File: src/rtl/count_scheduler.sv
// Round-robin scheduler sharing one up-counter among NREQ requesters.
// Optional abort-on-request-drop during RUN: define COUNT_SCHEDULER_ABORT_EN.
module count_scheduler #(
  parameter int WIDTH = 4,
  parameter int NREQ  = 4
) (
  input  logic                      clk,
  input  logic                      rst,
  input  logic [NREQ-1:0]           req,
  input  logic [NREQ*WIDTH-1:0]     target,
  output logic [NREQ-1:0]           grant,
  output logic                      busy,
  output logic [WIDTH-1:0]          count,
  output logic                      done,
  output logic [$clog2(NREQ)-1:0]   done_id
);

  // state | meaning
  // IDLE  | no owner; arbitrate among req starting at ptr
  // RUN   | counter owned by gidx, counting 0..tgt
  // DONE  | one-cycle completion pulse, grant still held
  localparam int IW = $clog2(NREQ);

  typedef enum logic [1:0] {IDLE, RUN, DONE} state_t;

  state_t          state;
  logic [IW-1:0]   ptr;
  logic [IW-1:0]   gidx;
  logic [WIDTH-1:0] tgt;

  logic            sel_valid;
  logic [IW-1:0]   sel_idx;
  logic [IW:0]     cand;
  logic [IW-1:0]   nxt_ptr;

  // first set req bit searching ptr, ptr+1, ... with wrap
  always_comb begin
    sel_valid = 1'b0;
    sel_idx   = '0;
    cand      = '0;
    for (int k = 0; k < NREQ; k++) begin
      cand = {1'b0, ptr} + (IW+1)'(k);
      if (cand >= (IW+1)'(NREQ))
        cand = cand - (IW+1)'(NREQ);
      if (!sel_valid && req[cand[IW-1:0]]) begin
        sel_valid = 1'b1;
        sel_idx   = cand[IW-1:0];
      end
    end
  end

  always_comb begin
    nxt_ptr = (gidx == IW'(NREQ - 1)) ? '0 : gidx + 1'b1;
  end

  always_ff @(posedge clk or negedge rst) begin
    if (!rst) begin
      state   <= IDLE;
      ptr     <= '0;
      gidx    <= '0;
      tgt     <= '0;
      grant   <= '0;
      busy    <= 1'b0;
      count   <= '0;
      done    <= 1'b0;
      done_id <= '0;
    end else begin
      case (state)
        IDLE: begin
          done <= 1'b0;
          if (sel_valid) begin
            state <= RUN;
            busy  <= 1'b1;
            grant <= NREQ'(1) << sel_idx;
            gidx  <= sel_idx;
            count <= '0;
            tgt   <= target[sel_idx*WIDTH +: WIDTH];
          end
        end
        RUN: begin
`ifdef COUNT_SCHEDULER_ABORT_EN
          if (!req[gidx]) begin
            // treated like a completion for fairness, but silently
            state <= IDLE;
            busy  <= 1'b0;
            grant <= '0;
            count <= '0;
            ptr   <= nxt_ptr;
          end else if (count == tgt) begin
            state   <= DONE;
            done    <= 1'b1;
            done_id <= gidx;
          end else begin
            count <= count + 1'b1;
          end
`else
          if (count == tgt) begin
            state   <= DONE;
            done    <= 1'b1;
            done_id <= gidx;
          end else begin
            count <= count + 1'b1;
          end
`endif
        end
        DONE: begin
          state <= IDLE;
          done  <= 1'b0;
          busy  <= 1'b0;
          grant <= '0;
          count <= '0;
          ptr   <= nxt_ptr;
        end
        default: begin
          state <= IDLE;
          busy  <= 1'b0;
          grant <= '0;
          count <= '0;
          done  <= 1'b0;
        end
      endcase
    end
  end

endmodule

File: config.mk
export PLATFORM = sky130hd
export DESIGN_NAME = count_scheduler
export DESIGN_NICKNAME = d
export VERILOG_FILES = /design/src/rtl/count_scheduler.sv
export SDC_FILE = /design/constraint.sdc
export NUM_CORES = 1
export LEC_CHECK = 0
export BUFFER_PORTS_ARGS = -buffer_cell sky130_fd_sc_hd__buf_2
export CAP_MARGIN = 10
export CELL_PAD_IN_SITES_DETAIL_PLACEMENT = 1
export CELL_PAD_IN_SITES_GLOBAL_PLACEMENT = 1
export CORE_ASPECT_RATIO = 0.7
export CORE_MARGIN = 2
export CORE_UTILIZATION = 40
export CTS_BUF_LIST = sky130_fd_sc_hd__clkbuf_8
export DETAILED_ROUTE_END_ITERATION = 10
export PLACE_DENSITY_LB_ADDON = 0.1
export SYNTH_ARGS = -nofsm -noshare
export SYNTH_HDL_FRONTEND = slang
export SYNTH_SLANG_ARGS = --single-unit
File: constraint.sdc
create_clock -name clk -period 2.1 [get_ports clk]
set_clock_uncertainty 0.1 [all_clocks]
set_input_delay 0.315 -clock clk [delete_from_list [all_inputs] [get_ports clk]]
set_output_delay 0.315 -clock clk [all_outputs]
set_load 0.02 [all_outputs]
==> results by stage, run 1 <==
Routing:
- The first detailed-routing pass took 3 iterations.
- For this run, design rule violations remaining after detail routing come to 0.
- The first routing iteration left 22 violations.
- The final layout contains routed wiring with a total length of 2.87 mm.
- In the final routed layout, each cell accounts on average for 15.4 microns.
- After detailed routing, the number of vias per cell comes to 5.27.
- The routed layout has 985 vias.
- The detail route stage leaves a number of antenna-violating nets equal to 0.

Placement:
- The wire-length estimate of the detail-placed layout is 2.22 mm.
- Counting tap cells, the placed design contains a total of 182 instances.
- The count of port buffers added during placement is 33.
- Routability-driven placement finished with a final weighted congestion of 0.822.

Clock tree:
- The cts-stage hold buffer count is 1.
- TritonCTS built the clock tree.
- CTS built an H-tree with a depth of 1.
- The number of sinks on the clock net is 22.
- Counting along the longest clock path gives a buffer depth of 2.
- The clock latency on the worst-skew pair is 260 ps.
- After clock tree synthesis, the clock-pin slew on the worst setup and hold paths is 80 ps.
- In this run, post-CTS repair resized a total of 0 instances.
- The post-CTS setup buffer count is 0.
- In this run, CTS created clock tree buffers numbering 3.
- In this run the clock root is driven by a sky130_fd_sc_hd__clkbuf_8.

Synth:
- The synthesized instance count is 111.
- The most used flip-flop cell after synthesis is sky130_fd_sc_hd__dfrtp_1.
- The portion of the post-synthesis area used by sequential elements is 46.2%.
- In this run, synthesis produced a sequential element count of 22.
- The proportion of synthesized flip-flops having asynchronous set or reset is 100%.
- By count the netlist is led by sky130_fd_sc_hd__dfrtp_1, sky130_fd_sc_hd__nor2_1, sky130_fd_sc_hd__a21oi_1, sky130_fd_sc_hd__mux2i_1, sky130_fd_sc_hd__nand2_1.
- The proportion of netlist area held by the largest area contributor is 46.2%.
- Summed over all instances, the cell type with the most area after synthesis is sky130_fd_sc_hd__dfrtp_1.
- Synthesis instantiated 31 different standard cells from the library.
- The most frequent cell after synthesis is sky130_fd_sc_hd__dfrtp_1.
- After synthesis, the cell types taking the most area are sky130_fd_sc_hd__dfrtp_1, sky130_fd_sc_hd__mux2i_1, sky130_fd_sc_hd__mux2_2.
- In this run the cell area of the synthesized design comes to 0.00119 sq mm.
- In this run, synthesis inferred 0 flip-flops with an integrated enable.
- The total of warnings raised by yosys is 0.
- Averaged over all synthesized cells, the footprint is 10.7 sq um.
- The total nets after synthesis is 135.

Worst hold path:
- The class of the most critical hold timing path is in2reg.
- The origin of the worst min-delay path is target[12].
- The hold-critical path endpoint is tgt[0]$_DFFE_PN0P_.
- Counting instances, the worst hold path has a depth of 3.

Critical path:
- The internal reg-to-reg setup slack is 170 ps.
- In this design, the stage delay of the slowest critical-path cell is 460 ps.
- In this run the worst path has a maximum fanout of 7.
- The arrival time at the worst endpoint is 1980 ps.
- The data required time of the worst path is 2150 ps.
- STA classifies the critical path startpoint as a flop.
- The capturing element type of the critical path is a flop.
- The worst reg2reg path endpoint is done_id[0]$_DFFE_PN0P_.
- The worst register-to-register path begins at count[0]$_DFFE_PN0P_.
- The standard cell with the maximum stage delay on the critical path is sky130_fd_sc_hd__nor4_4.
- The signal on the critical path passes through xor2_1 > nor4_4 > and2_1 > mux2_2.
- The depth of the worst register-to-register path is 4.
- By startpoint and endpoint, the worst setup path is classified as reg2reg.

STA:
- For the final routed database, the setup TNS stands at 0 ps.
- After layout, the worst path uses 91.9% of the clock period.
- The final hold violation count is 0.
- Setup repair after global routing left no endpoint under its margin.
- For this run, the top clock speed supported by timing is 518 MHz.
- The clock period could shrink to 1930 ps.
- The number of slew-limit violations in the final report was 0.
- Setup violations remaining at the end of the flow were counted as 0.
- The headroom to the max-slew limit is 66.1%.
- At the pin with the least slew margin, the transition time is 509 ps.

Global routing:
- The maximum number of pins on one net before global-route repair is 23.
- After global routing the overflow that remains totals 0.
- The initial antenna violation count is 0.
- The first-pass GRT wire length is 5.04 mm.
- The number of global-route vias before repair came to 1019.
- Global routing used 18.8% of the available tracks.

Power and ir drop:
- The leakage dissipation is 0.749 nW.
- The power density normalized to cell area is 1330 mW/mm^2.
- The completed layout was analyzed and its total power is 1.98 mW.
- The maximum resistive drop on vdd is 0.000517 V.

Floorplanning:
- The die covers 0.00344 sq mm.
- The core region is 0.00282 sq mm.
- Once the floorplan was initialized, standard cells occupied 42.2% of the core.
- For this design the top-level I/O count stands at 34.
- After floorplanning, the core was divided into 16 placement rows.
- In this run the horizontal extent of the chip is 69.2 microns.
- The die is 49.7 microns tall.

Final layout:
- 0 antenna diodes ended up in the layout.
- The post-route netlist has 33.1% of its cells at a drive strength greater than 1.
- For this run, the post-layout net count is 176.
- The area growth from synthesis to layout is 24.7%.
- The final non-filler cell total is 187.

Job:
- The tool flagged a number of max-cap violations equal to 0.

Run status:
- The flow ran to the end, and the final reports show no timing, DRC or antenna violations.
[layer usage]
layer | vias to the layer above | share of wire [%] | GRT usage [%]
li1 | 484 | - | -
met1 | 475 | 51 | 26.1
met2 | 24 | 44 | 30.3
met3 | 2 | 4.2 | 5.11
met4 | 0 | 0.35 | 2.94
met5 | - | 0 | 0
[critical path: cells and delay by family (launching register included)]
| family | cells | cell delay (ps) |
|---|---|---|
| muxes | 1 | 350 |
| and+or+nand+nor | 2 | 710 |
| DFF | 1 | 450 |
| xor gates and xnor gates | 1 | 210 |
[flip-flops by register name, indices dropped and copies added, names as in the netlist]
register,count
count,4
grant,4
tgt,4
done_id,2
gidx,2
ptr,2
state,2
busy,1
done,1
[layout by cell type, fill, tap and decap left out, types with 4 or more instances in the layout]
master / instances
sky130_fd_sc_hd__xor2_1: 5
sky130_fd_sc_hd__dfrtp_1: 22
sky130_fd_sc_hd__a21oi_1: 9
sky130_fd_sc_hd__nand2_1: 6
sky130_fd_sc_hd__mux2_2: 5
sky130_fd_sc_hd__clkbuf_8: 4
sky130_fd_sc_hd__nor2_1: 13
sky130_fd_sc_hd__mux2i_1: 8
sky130_fd_sc_hd__buf_4: 5
sky130_fd_sc_hd__buf_2: 33
sky130_fd_sc_hd__nand2b_1: 4
sky130_fd_sc_hd__a31o_1: 4
[report_power, final]
part           internal (mW)  total (mW)  switching [mW]
clock network          0.167       0.299           0.132
logic                  0.412       0.906           0.494
registers              0.595       0.771           0.175
[how the worst max path moves through the flow]
stage	end	startpoint	cells after the start
after global routing	count[1]$_DFFE_PN0P_	count[0]$_DFFE_PN0P_	5
after global placement	count[1]$_DFFE_PN0P_	count[0]$_DFFE_PN0P_	5
after detailed placement	done_id[1]$_DFFE_PN0P_	count[0]$_DFFE_PN0P_	4
after floorplan	done_id[0]$_DFFE_PN0P_	count[0]$_DFFE_PN0P_	4
final	done_id[0]$_DFFE_PN0P_	count[0]$_DFFE_PN0P_	4
after CTS	count[1]$_DFFE_PN0P_	count[0]$_DFFE_PN0P_	5
[area by class of cell]
cell class / count / area [sq um]
clock buffer: 4 / 55.1
fill: 335 / 1340
inverter: 3 / 11.3
multi-input combinational: 83 / 611
sequential: 22 / 551
tap: 36 / 45.0
timing repair buffer: 39 / 213
[per-stage QoR]
| stage | util [%] | hold WS [ps] | cell area (sq um) | setup slack [ps] |
|---|---|---|---|---|
| final | 52.6 | 257 | 1490 | 170 |
| after global routing | 52.6 | 284 | 1490 | 18.6 |
| after CTS | 52.6 | 257 | 1490 | 149 |
| after detailed placement | 50.3 | 217 | 1420 | 177 |
| after global placement | 50.3 | 212 | 1420 | 247 |
| after floorplan | - | -80.6 | 1190 | 222 |
[cells by family after synthesis]
| logic type | after synthesis | share of synthesized area (%) |
|---|---|---|
| AOI/OAI and AO/OA | 29 | 18.1 |
| xor gates and xnor gates | 7 | 5.15 |
| adders and majority gates | 2 | 2.10 |
| buffers and inverters | 6 | 2.52 |
| DFF | 22 | 46.2 |
| muxes | 13 | 11.4 |
| and+or+nand+nor | 32 | 14.5 |
Power figures use the tool's default switching activity.
==> run 2: changes to the inputs <==
==> config.mk (replaced) <==
export PLATFORM = sky130hd
export DESIGN_NAME = count_scheduler
export DESIGN_NICKNAME = d
export VERILOG_FILES = /design/src/rtl/count_scheduler.sv
export SDC_FILE = /design/constraint.sdc
export NUM_CORES = 1
export LEC_CHECK = 0
export CAP_MARGIN = 10
export CELL_PAD_IN_SITES_DETAIL_PLACEMENT = 1
export CELL_PAD_IN_SITES_GLOBAL_PLACEMENT = 1
export CORE_ASPECT_RATIO = 0.7
export CORE_MARGIN = 2
export CORE_UTILIZATION = 49
export CTS_BUF_LIST = sky130_fd_sc_hd__clkbuf_8
export DETAILED_ROUTE_END_ITERATION = 10
export DONT_BUFFER_PORTS = 1
export PLACE_DENSITY_LB_ADDON = 0.1
export RECOVER_POWER = 100
export SYNTH_ARGS = -nofsm -noshare
export SYNTH_HDL_FRONTEND = slang
export SYNTH_SLANG_ARGS = --single-unit
==> results by stage, run 2 (same netlist as run 1, synthesis figures left out) <==
Routing:
- The total wire length is 2.67 mm.
- The via-per-instance ratio is 5.79.
- For this block, the via count after detailed routing is 880.
- The first detailed-routing pass took 4 iterations.
- The antenna violation net count after detailed routing is 0.
- After detailed routing, the average wire length per cell comes to 17.6 microns.
- The DRC marker count from the first detailed-route iteration is 56.
- The remaining design rule violation count is 0.

STA:
- Setup violations remaining at the end of the flow were counted as 0.
- The transition time at the pin with the least slew margin is 969 ps.
- Summed over all failing endpoints, the final setup total negative slack is 0 ps.
- Derived from the worst setup path, the maximum achievable clock frequency is 515 MHz.
- The clock period minus final worst setup slack is 1940 ps.
- The final hold violation count is 0.
- Setup repair after global routing left no endpoint under its margin.
- The final period utilization is 92.4%.
- Measured against its own limit, the worst slew margin works out to 35.2%.
- The number of slew-limit violations in the final report came to 0.

Job:
- The reported max-cap violation count is 0.

Final layout:
- The final non-filler cell area is 0.00130 sq mm.
- In the final layout, the share of cells above drive strength 1 is 10.8%.
- The most frequent standard cell in the layout excluding fill and tap cells is sky130_fd_sc_hd__dfrtp_1.
- The finished layout holds 152 standard cells, fillers aside.
- 0 antenna diodes ended up in the layout.
- The top cell types in the final layout, fill and taps aside, are sky130_fd_sc_hd__dfrtp_1, sky130_fd_sc_hd__nor2_1, sky130_fd_sc_hd__a21oi_1.
- The area growth from synthesis to layout is 9.35%.
- The largest registers in the layout are count x4, grant x4, tgt x4.
- The final net count is 146.

Placement:
- The count of port buffers added during placement is 0.
- The routability-driven placement congestion ratio is 0.778.
- The final HPWL from detailed placement is 2.09 mm.
- Including well taps, the total number of placed cells is 148.
- The total placed instance area is 0.00127 sq mm.

Floorplanning:
- The total number of placement rows is 14.
- The floorplan step defined a die boundary enclosing 0.00285 sq mm.
- Measured along the y axis, the die boundary spans 45.3 microns.
- During I/O placement, the number of pins put on the boundary was 34.
- The floorplan step defined a core boundary enclosing 0.00222 sq mm.
- The horizontal extent of the die is 62.9 microns.
- The initial utilization of the core area, before any placement, comes to 53.5%.

Critical path:
- The internal reg-to-reg setup slack is 160 ps.
- STA classifies the critical path endpoint as a flop.
- The type of element launching the critical path is a flop.
- The worst setup path is of the reg2reg kind.
- The worst setup path startpoint is ptr[1]$_DFFE_PN0N_.
- The beginning of the worst register-to-register path is ptr[1]$_DFFE_PN0N_.
- For the worst setup path, the data required time is 2120 ps.
- The largest fanout on the critical path is 10.
- The arrival time at the worst endpoint is 1960 ps.

Power and ir drop:
- The leakage dissipation is 0.601 nW.
- The design draws 1.84 mW.
- The maximum resistive drop on vdd is 0.000550 V.
- In this run the power density over the cells is 1410 mW/mm^2.

Global routing:
- The total overflow reported by the global router is 0.
- The initial antenna violation count was 0.
- The overall routing resource usage is 22.2%.
- The first-pass GRT wire length is 4.63 mm.
- The number of global-route vias before repair is 992.
- The maximum number of pins on one net before global-route repair is 23.

Clock tree:
- The clock passes through at most 2 buffers.
- Once the clock tree was built, the setup fixing pass inserted 0 buffers.
- Clock latency on the worst-skew pair, taken at its later pin, is 260 ps.
- The tree is rooted in a sky130_fd_sc_hd__clkbuf_8.
- The clock drives 22 sinks.
- The number of clock buffers added by TritonCTS is 3.
- Clock-pin slew was measured on the worst setup and hold paths at 70 ps.
- TritonCTS built the clock tree.
- The H-tree depth reported by CTS is 1.

Run status:
- The run finished with clean final reports.

Worst hold path:
- The class of the most critical hold timing path is in2reg.
- In this run the most critical hold path is launched from target[13].
run 2: layer usage:
metal / up-vias / track usage [%] / part of all wire, %
met5: - / 0 / 0
met4: 0 / 6.67 / 1.1
met3: 6 / 7.48 / 6.8
met2: 26 / 38.7 / 47
met1: 428 / 26.7 / 45
li1: 420 / - / -
run 2: power by group:
| part | switching [mW] | internal [mW] | total, mW |
|---|---|---|---|
| combinational | 0.423 | 0.347 | 0.770 |
| sequential | 0.227 | 0.596 | 0.822 |
| clock | 0.122 | 0.128 | 0.250 |
| total | 0.771 | 1.07 | 1.84 |
run 2: worst max-delay path, stage by stage (launching register included):
cell and delay (ps):
sky130_fd_sc_hd__dfrtp_1 450, sky130_fd_sc_hd__mux2_1 370, sky130_fd_sc_hd__o221ai_1 180, sky130_fd_sc_hd__buf_4 230, sky130_fd_sc_hd__mux2i_1 250, sky130_fd_sc_hd__a31o_1 170, sky130_fd_sc_hd__a21oi_1 40
run 2: cell type report:
type | instances | area (sq um)
timing repair buffer | 9 | 55.1
clock buffer | 3 | 41.3
multi-input combinational | 83 | 604
fill | 253 | 922
inverter | 3 | 11.3
tap | 32 | 40.0
sequential | 22 | 551
run 2: path summary, 6_finish.rpt:
check,to,cells after the start
worst min register to register,ptr[0]$_DFFE_PN0N_,1
worst max-delay path,tgt[2]$_DFFE_PN0P_,6
max in group asynchronous,count[2]$_DFFE_PN0P_,1
worst max register to register,tgt[2]$_DFFE_PN0P_,6
worst min-delay path,tgt[1]$_DFFE_PN0P_,2
min in group asynchronous,gidx[0]$_DFFE_PN0P_,1
run 2: stage by stage:
stage	setup WS [ps]	utilization (%)	hold slack (ps)
3_5_place_dp	197	57.2	-80.1
5_1_grt	56.8	58.5	178
3_3_place_gp	243	57.2	-80.1
4_1_cts	169	59.5	166
6_report	160	58.5	173
2_1_floorplan	222	-	-80.6
run 2: timing repair:
action,in CTS,in global routing
hold endpoints to repair,22,0
resized for setup,0,0
hold buffers,1,0
==> run 3: changes to the inputs <==
--- a/config.mk
+++ b/config.mk
@@ -5,12 +5,13 @@
 export SDC_FILE = /design/constraint.sdc
 export NUM_CORES = 1
 export LEC_CHECK = 0
+export ABC_AREA = 1
 export CAP_MARGIN = 10
 export CELL_PAD_IN_SITES_DETAIL_PLACEMENT = 1
 export CELL_PAD_IN_SITES_GLOBAL_PLACEMENT = 1
 export CORE_ASPECT_RATIO = 0.7
 export CORE_MARGIN = 2
-export CORE_UTILIZATION = 49
+export CORE_UTILIZATION = 47
 export CTS_BUF_LIST = sky130_fd_sc_hd__clkbuf_8
 export DETAILED_ROUTE_END_ITERATION = 10
 export DONT_BUFFER_PORTS = 1
==> constraint.sdc (replaced) <==
create_clock -name clk -period 1.9 [get_ports clk]
set_clock_uncertainty 0.1 [all_clocks]
set_input_delay 0.285 -clock clk [delete_from_list [all_inputs] [get_ports clk]]
set_output_delay 0.285 -clock clk [all_outputs]
set_load 0.02 [all_outputs]
==> results by stage, run 3 <==
STA:
- The final hold violation count is 0.
- The number of slew-limit violations in the final report is 0.
- The accumulated negative setup slack is -1030 ps.
- The final number of setup-violating endpoints is 11.
- Setup repair after global routing could not meet its margin everywhere.
- In the post-route analysis, the smallest setup slack over all paths is -178 ps.
- Hold is met by 258 ps.
- The maximum clock frequency is 481 MHz.
- The transition time at the pin with the least slew margin is 979 ps.
- The headroom to the max-slew limit is 34.5%.
- For the finished layout, the period the worst path requires is 2080 ps.
- The final period utilization is 109%.

Critical path:
- The signal on the critical path passes through clkinv_4 > buf_6 > nand2_2 > nand2_2 > nand2_1 > o21ai_4 > nand4_1 > nand2_2 > nor2_1 > o21ai_1 > a21oi_1.
- In this run the critical register-to-register path is captured at count[3]$_DFFE_PN0P_.
- Broken down by cell family, the worst path's largest delay share belongs to simple AND/OR/NAND/NOR gates.
- The internal reg-to-reg setup slack is -180 ps.
- STA classifies the critical path startpoint as a flop.
- The stage delay of the slowest cell on the critical path is 440 ps.
- Along the worst path, the maximum fanout reaches 6.
- The critical path crosses 11 cells after its start point.
- The worst setup path is captured at a flop.
- At the worst endpoint, the required time is 1970 ps.
- In this run the critical register-to-register path is launched from ptr[0]$_DFFE_PN0N_.
- The depth of the worst register-to-register path is 11.
- The critical path start-end classification is reg2reg.
- The cell seen most often among critical-path stages is sky130_fd_sc_hd__nand2_2.
- Data on the critical path arrives at its endpoint at 2150 ps.
- The buffering stage count on the worst path with inverters included is 2.
- The largest individual stage delay along the critical path comes from the cell sky130_fd_sc_hd__dfrtp_2.

Placement:
- The total placed instance area is 0.00155 sq mm.
- The routability-driven placement congestion ratio is 0.848.
- Detailed placement ended at an HPWL of 3.05 mm.
- The cell count after placement is 235.
- The count of port buffers added during placement is 0.

Routing:
- Dividing the detail-routed via count by the number of cells gives 5.92.
- The detailed router put a total of 2.42 mm of wire on met1.
- The detailed-routing iteration count for the pre-antenna-repair pass is 4.
- After detailed routing, the average wire length per cell comes to 21.9 microns.
- The total wire length is 5.54 mm.
- In the routed design, unresolved DRC markers number 0.
- The final route contains 1497 vias.
- Wire segments on met3 add up to 317 microns in the final route.
- For this block, the initial DRC count from the detailed router was 59.
- The antenna violation net count after detailed routing is 0.
- The highest layer touched by signal routing is met4.
- The met2 wirelength from detailed routing is 2.62 mm.

Global routing:
- The number of global-route vias before repair is 1459.
- Summed over all layers, the global routing overflow is 0.
- The overall routing resource usage is 25.5%.
- The maximum number of pins on one net before global-route repair is 23.
- The initial antenna violation count is 0.
- The first global-routing pass estimated 7.07 mm of wire.

Worst hold path:
- The path with the worst hold slack has its endpoint at tgt[2]$_DFFE_PN0P_.
- The worst hold path passes through 6 cells.
- In this run the worst hold path is classified as in2reg.
- In this run the most critical hold path is launched from target[2].

Final layout:
- The repair_antennas step left the layout with diodes totalling 0.
- The most frequent standard cell in the layout excluding fill and tap cells is sky130_fd_sc_hd__nand2_1.
- The largest registers in the layout are count x4, grant x4, tgt x4.
- For this run, the number of standard cells in the final layout without fillers is 253.
- The area growth from synthesis to layout is 31.9%.
- After routing the design area is 0.00191 sq mm.
- In the layout the commonest cells are sky130_fd_sc_hd__nand2_1, sky130_fd_sc_hd__nand2_2, sky130_fd_sc_hd__dfrtp_1.
- Of the cells placed in the final design, the portion with a size suffix greater than 1 is 40.6%.
- After the last flow step, the layout net total stands at 242.

Run status:
- The checks that failed: setup timing.
- The run finished, with violations left.

Synth:
- After synthesis, flip-flops and latches occupy 38.0% of the total area.
- The number of synthesized flops with an enable pin is 0.
- The library cell occupying the most area in the post-synthesis netlist is sky130_fd_sc_hd__dfrtp_1.
- Yosys attributes the largest share of cell area to sky130_fd_sc_hd__dfrtp_1, sky130_fd_sc_hd__nand2_1, sky130_fd_sc_hd__nand3_1.
- The proportion of netlist area held by the largest area contributor is 38.0%.
- The post-synthesis sequential element count is 22.
- Of the total synthesized cell area, the portion taken by AND, OR, NAND and NOR gates is 44.0%.
- The XOR/XNOR share of the synthesized area is 2.42%.
- The synthesized instance count is 193.
- Summing the areas of all compound-gate instances in the mapped netlist gives 7.86% of the synthesized area.
- By count the netlist is led by sky130_fd_sc_hd__nand2_1, sky130_fd_sc_hd__dfrtp_1, sky130_fd_sc_hd__nand3_1, sky130_fd_sc_hd__inv_1, sky130_fd_sc_hd__nand2_2.
- Measured against the total synthesized area, the mux share comes to 0%.
- The adder and majority cell fraction of the synthesized area is 1.73%.
- The total of warnings raised by yosys is 0.
- The mapped netlist covers 0.00145 sq mm.
- The average cell area after synthesis is 7.51 sq um.
- By instance count, the leading cell after synthesis is sky130_fd_sc_hd__nand2_1.
- Of all flip-flops after synthesis, the portion carrying an async set or reset was 100%.
- The dominant register cell in the synthesized netlist is sky130_fd_sc_hd__dfrtp_1.
- The number of different library cells used by synthesis comes to 23.
- Synthesis produced a netlist with a net count of 217.
- The combinational family with the most area after synthesis is simple AND/OR/NAND/NOR gates.

Job:
- Across the run, the number of max-cap violations was 0.

Floorplanning:
- The floorplan die height is 50.5 microns.
- During I/O placement, the number of pins put on the boundary was 34.
- Measured along the x axis, the die boundary spans 70.4 microns.
- The full die area is 0.00355 sq mm.
- The area of the core is 0.00286 sq mm.
- The total number of placement rows is 16.
- Once the floorplan was initialized, standard cells occupied 50.6% of the core.

Clock tree:
- TritonCTS built the clock tree.
- The H-tree depth reported by CTS is 1.
- The number of sinks on the clock net is 22.
- The clock latency on the worst-skew pair is 270 ps.
- After clock tree synthesis, the clock-pin slew on the worst setup and hold paths is 80 ps.
- The clock buffer count from CTS is 3.
- The worst-case clock buffer depth is 2.
- Clock tree synthesis selected as its root buffer the cell sky130_fd_sc_hd__clkbuf_8.
run 3: kinds of logic after synthesis:
logic type,count (synthesis)
xor+xnor,4
flops,22
fa+ha+maj,2
compound gates,18
simple gates,127
buf+inv,20
run 3: area by class of cell:
cell class,instances,area (sq um)
Clock buffer,4,55.1
Inverter,18,82.6
Tap cell,36,45.0
Fill cell,338,952
Sequential cell,22,553
Timing Repair Buffer,19,161
Multi-Input combinational cell,154,1010
run 3: metal layers:
layer  GRT usage [%]  vias up
li1                -      669
met1            33.7      741
met2            44.5       64
met3            6.22       23
met4            2.24        0
met5               0        -
run 3: what timing repair did:
action / in CTS / in global routing
gates cloned: 0 / 3
hold endpoints to repair: 22 / 0
pin swaps: 2 / 31
hold buffers: 1 / 0
setup buffers: 4 / 6
endpoints found under the setup margin: 6 / 12
gates resized for setup: 5 / 62
run 3: worst register-to-register path, delay by kind of cell, from the launching register on:
kind | cells | cell delay, ps
AOI/OAI and AO/OA | 3 | 390
buffers and inverters | 2 | 280
DFF | 1 | 440
and+or+nand+nor | 6 | 790
run 3: per-stage QoR:
step / utilization [%] / worst slack [ps]
after detailed placement: 54.1 / 1.01
after global routing: 66.7 / -251
final: 66.7 / -178
after CTS: 58.0 / 5.51
after global placement: 54.1 / 76.3
after floorplan: - / 280
run 3: worst max-delay path by stage:
stage	start	to	slack (ps)
final	ptr[0]$_DFFE_PN0N_	count[3]$_DFFE_PN0P_	-180
after global routing	ptr[0]$_DFFE_PN0N_	count[3]$_DFFE_PN0P_	-250
after detailed placement	ptr[0]$_DFFE_PN0N_	tgt[2]$_DFFE_PN0P_	1
after global placement	ptr[0]$_DFFE_PN0N_	tgt[2]$_DFFE_PN0P_	80
after CTS	ptr[1]$_DFFE_PN0N_	tgt[2]$_DFFE_PN0P_	6
after floorplan	ptr[0]$_DFFE_PN0N_	grant[0]$_DFFE_PN0P_	280
Power of run 3 is left out: the tool's default activity adds up to more than one toggle a clock period on the data nets, which glitch-free logic cannot reach.
